File: src/rtl/led_chaser_pkg.sv
// led_chaser_pkg: shared LED width, reset pattern, direction type and one-hot helper
package led_chaser_pkg;
    localparam int LED_W = 8;
    localparam logic [LED_W-1:0] LED_RESET = 8'b1000_0000;
    typedef enum logic {DIR_DOWN, DIR_UP} dir_e;
    function automatic logic one_hot(input logic [LED_W-1:0] v);
        return (v != '0) && ((v & (v - 1'b1)) == '0);
    endfunction
endpackage

File: src/rtl/led_chaser_tick_gen.sv
// tick_gen: W-bit free-running prescaler (CLK, RST async high) with tick high for one cycle at all-ones
module tick_gen #(
    parameter int W = 22
) (
    input  logic CLK,
    input  logic RST,
    output logic tick
);
    logic [W-1:0] count;
    always_ff @(posedge CLK or posedge RST) begin
        if (RST) count <= '0;
        else     count <= count + W'(1);
    end
    assign tick = &count;
endmodule

File: src/rtl/led_chaser.sv
// led_chaser: one-hot 8-LED chaser stepping every 2**CLK_DIV clocks; CLK/RST in, LEDS out; LED_CHASER_BOUNCE_EN selects ping-pong motion
module led_chaser
    import led_chaser_pkg::*;
#(
    parameter int CLK_DIV = 22
) (
    input  logic             CLK,
    input  logic             RST,
    output logic [LED_W-1:0] LEDS
);
    logic tick;
    logic [LED_W-1:0] leds_next;
    tick_gen #(.W(CLK_DIV)) u_tick (.CLK(CLK), .RST(RST), .tick(tick));
`ifdef LED_CHASER_BOUNCE_EN
    dir_e dir, dir_next;
    logic at_end;
    always_comb begin
        at_end    = (dir == DIR_DOWN) ? LEDS[0] : LEDS[LED_W-1];
        dir_next  = !one_hot(LEDS) ? DIR_DOWN :
                    at_end ? ((dir == DIR_DOWN) ? DIR_UP : DIR_DOWN) : dir;
        // moving in the post-turn direction makes the end LED bounce without lingering
        leds_next = !one_hot(LEDS) ? LED_RESET :
                    (dir_next == DIR_DOWN) ? LEDS >> 1 : LEDS << 1;
    end
    always_ff @(posedge CLK or posedge RST) begin
        if (RST) begin
            LEDS <= LED_RESET;
            dir  <= DIR_DOWN;
        end else if (tick) begin
            LEDS <= leds_next;
            dir  <= dir_next;
        end
    end
`else
    assign leds_next = one_hot(LEDS) ? {LEDS[0], LEDS[LED_W-1:1]} : LED_RESET;
    always_ff @(posedge CLK or posedge RST) begin
        if (RST)       LEDS <= LED_RESET;
        else if (tick) LEDS <= leds_next;
    end
`endif
endmodule

File: config.mk
export PLATFORM = sky130hd
export DESIGN_NAME = led_chaser
export DESIGN_NICKNAME = d
export VERILOG_FILES = /design/src/rtl/led_chaser_pkg.sv /design/src/rtl/led_chaser_tick_gen.sv /design/src/rtl/led_chaser.sv
export SDC_FILE = /design/constraint.sdc
export NUM_CORES = 1
export LEC_CHECK = 0
export CAP_MARGIN = 10
export CORE_ASPECT_RATIO = 0.9
export CORE_UTILIZATION = 50
export DETAILED_ROUTE_END_ITERATION = 8
export GPL_TIMING_DRIVEN = 0
export HOLD_SLACK_MARGIN = 0.05
export PLACE_DENSITY_LB_ADDON = 0.25
export SLEW_MARGIN = 20
export SYNTH_ARGS = -nofsm -noshare
export SYNTH_HDL_FRONTEND = slang
export SYNTH_SLANG_ARGS = --single-unit
File: constraint.sdc
create_clock -name CLK -period 4.3 [get_ports CLK]
set_input_delay 0.86 -clock CLK [delete_from_list [all_inputs] [get_ports CLK]]
set_output_delay 0.86 -clock CLK [all_outputs]
set_load 0.01 [all_outputs]
==> impl_metrics.json <==
{
  "drive_gt1_share_pct": 10.0,
  "synthTopCellsByCount": "dfrtp_1, xnor2_1, nand2_1",
  "vias": 957,
  "grt_pass1_wl_mm": 4.02,
  "final_cells": 168,
  "post-route-period-util_pct": 54.4,
  "peakVddDrop_mv": 0.201,
  "area_growth_pct": 12.3,
  "worst_path_max_delay_cell": "dfstp_2",
  "std_cell_rows": 17,
  "report.final.setup_viol": 0,
  "ant_nets": 0,
  "hold_path_class": "flop to flop",
  "slew_violations": 0,
  "die_area_sq_um": 2970,
  "ctsResizeCount": 0,
  "period_needed_ps": 2340,
  "syn-num-nets": 127,
  "ys_warn_count": 0,
  "core_area_sq_um": 2530,
  "critical-path-top-delay-family": "flip-flops",
  "worstMarginPinSlew_ps": 595,
  "use_met2_pct": 27.9,
  "r2r_slack_ps": 2330,
  "dp_hpwl_mm": 1.66,
  "synth_top_area_cell": "dfrtp_1",
  "hold_buffers": 0,
  "yosysMostFrequentCell": "dfrtp_1",
  "gr-usage-met1_pct": 25.2,
  "num-nets-final": 143,
  "top_usage_layer": "met2",
  "numPlacedInstances": 161,
  "violations": "DRC",
  "yosysSeqAreaShare_pct": 54.5,
  "hold_viol": 0,
  "root_buffer": "clkbuf_4",
  "path_clk_slew_ps": 90,
  "cts_buffer_depth": 2,
  "tritoncts": "done",
  "worstPathCellList": "clkdlybuf4s50_1",
  "finalClockSkew_ps": 12.8,
  "gr-total-overflow": 0,
  "clock_latency_ps": 330,
  "boundaryPins": 10,
  "fmax_mhz": 428,
  "p_leak_uw": 0.000696,
  "cp.required_ps": 3440,
  "htree_levels": 2,
  "synthCells": 124,
  "synth_seq_cells": 30,
  "maxCapViolCount": 0,
  "n_antenna_cell": 0,
  "gp_congestion": 0.777,
  "netlist.area_leader.share_pct": 52.6,
  "cp.depth": 1,
  "finalPower_uw": 441,
  "crit_end": "LEDS[7]",
  "die_width_um": 57.4,
  "grt_max_degree": 31,
  "critPathMaxFanout": 7,
  "max_stage_delay_ps": 600,
  "grt_usage_pct": 19.3,
  "status": "finished with violations",
  "clock-sinks": 30,
  "arrival_ps": 1480,
  "fin_area_sq_um": 1550,
  "startpoint": "LEDS[7]$_DFFE_PP1P_",
  "start_util_pct": 54.5,
  "rr_endpoint": "LEDS[3]$_DFFE_PP0P_",
  "asyncSetResetFlopFracSynth_pct": 100,
  "p_per_area_nw_per_um2": 285,
  "ys_types": 29,
  "antenna_found_initial": 0,
  "grt_util_met3_pct": 7.46,
  "ys_top_cells_by_area": "dfrtp_1, xnor2_1, xor2_1",
  "io_buffers": 9,
  "synth.avg_cell_area_sq_um": 11.1,
  "die_y_um": 51.8,
  "critPathKind": "flop to output port",
  "first_pass_iters": 6,
  "rsz0062_at_grt": "no",
  "numCtsBuffers": 5,
  "initialDrtViolationCount": 23,
  "wire_per_inst_um": 14.0,
  "wirelength_mm": 2.36,
  "reg2reg_from": "u_tick.count[0]$_DFF_PP0_",
  "drc": 2,
  "synth_ff_type": "dfrtp_1",
  "grt_pass1_vias": 894,
  "start_kind": "flop",
  "via_per_inst": 5.70,
  "hp-start": "u_tick.count[20]$_DFF_PP0_",
  "slew_headroom_pct": 60.3,
  "path_buf_inv": 1,
  "syn_area_sq_um": 1380,
  "critPathCaptureType": "output port",
  "reg2reg_depth": 7,
  "fin_tns_setup_ps": 0,
  "cts_setup_buffers": 0,
  "placed_area_sq_um": 1500,
  "synth-edff-count": 0,
  "nFillCells": 228
}
sequential cells by signal (all words and copies together), names as in the netlist:
| register | count |
|---|---|
| u_tick.count | 22 |
| LEDS | 8 |
report_power, final:
part | switching [uW] | internal, uW
combinational | 5.20 | 0.877
clock | 91.8 | 61.5
sequential | 0 | 282
total | 96.9 | 344
how the worst min path moves through the flow:
| stage | to | slack, ps | cells after the start |
|---|---|---|---|
| finish | u_tick.count[20]$_DFF_PP0_ | 470 | 1 |
| floorplan | u_tick.count[0]$_DFF_PP0_ | 440 | 1 |
| global placement | u_tick.count[20]$_DFF_PP0_ | 460 | 1 |
| detailed placement | u_tick.count[20]$_DFF_PP0_ | 460 | 1 |
| CTS | u_tick.count[20]$_DFF_PP0_ | 470 | 1 |
| global route | u_tick.count[20]$_DFF_PP0_ | 510 | 1 |
layout by cell type, fill, tap and decap left out, types with 5 or more instances in the layout:
| cell | Yosys | routed |
|---|---|---|
| dfrtp_1 | 29 | 29 |
| xnor2_1 | 13 | 13 |
| nand2_1 | 12 | 12 |
| nor2_1 | 11 | 11 |
| clkdlybuf4s50_1 | 0 | 9 |
| nand3_1 | 8 | 8 |
| xor2_1 | 7 | 7 |
| nand4_1 | 5 | 5 |
| o21ai_0 | 5 | 5 |
| clkbuf_4 | 0 | 5 |
routing by layer:
metal	up-vias	part of all wire, %
li1	468	-
met1	471	49
met2	14	44
met3	4	4.2
met4	0	1.9
met5	-	0
cells by family (layout without fill, tap and decap cells):
| family | after synthesis | after routing | share of synthesized area [%] |
|---|---|---|---|
| DFF | 30 | 30 | 54.5 |
| buffers and inverters | 5 | 21 | 1.91 |
| adders and majority gates | 1 | 1 | 0.907 |
| AOI/OAI and AO/OA | 12 | 12 | 5.81 |
| and+or+nand+nor | 56 | 56 | 24.1 |
| xor gates and xnor gates | 20 | 20 | 12.7 |
cell type report:
class,instances,area (sq um),share of cell area [%]
inverters,4,15.0,0.969
flip-flops and latches,30,752,48.5
well taps,28,35.0,2.26
multi-input cells,89,601,38.8
clock buffers,7,45.0,2.91
repair buffers,9,90.1,5.82
plain buffers,1,11.3,0.727
stage by stage:
step | util [%] | setup slack (ps) | hold slack (ps)
final | 61.2 | 1960 | 472
after global routing | 61.2 | 1920 | 508
after CTS | 61.2 | 1940 | 473
after detailed placement | 59.4 | 2080 | 459
after global placement | 59.4 | 2140 | 458
after floorplan | - | 2580 | 437
No activity file was read; power rests on OpenSTA's default activity.
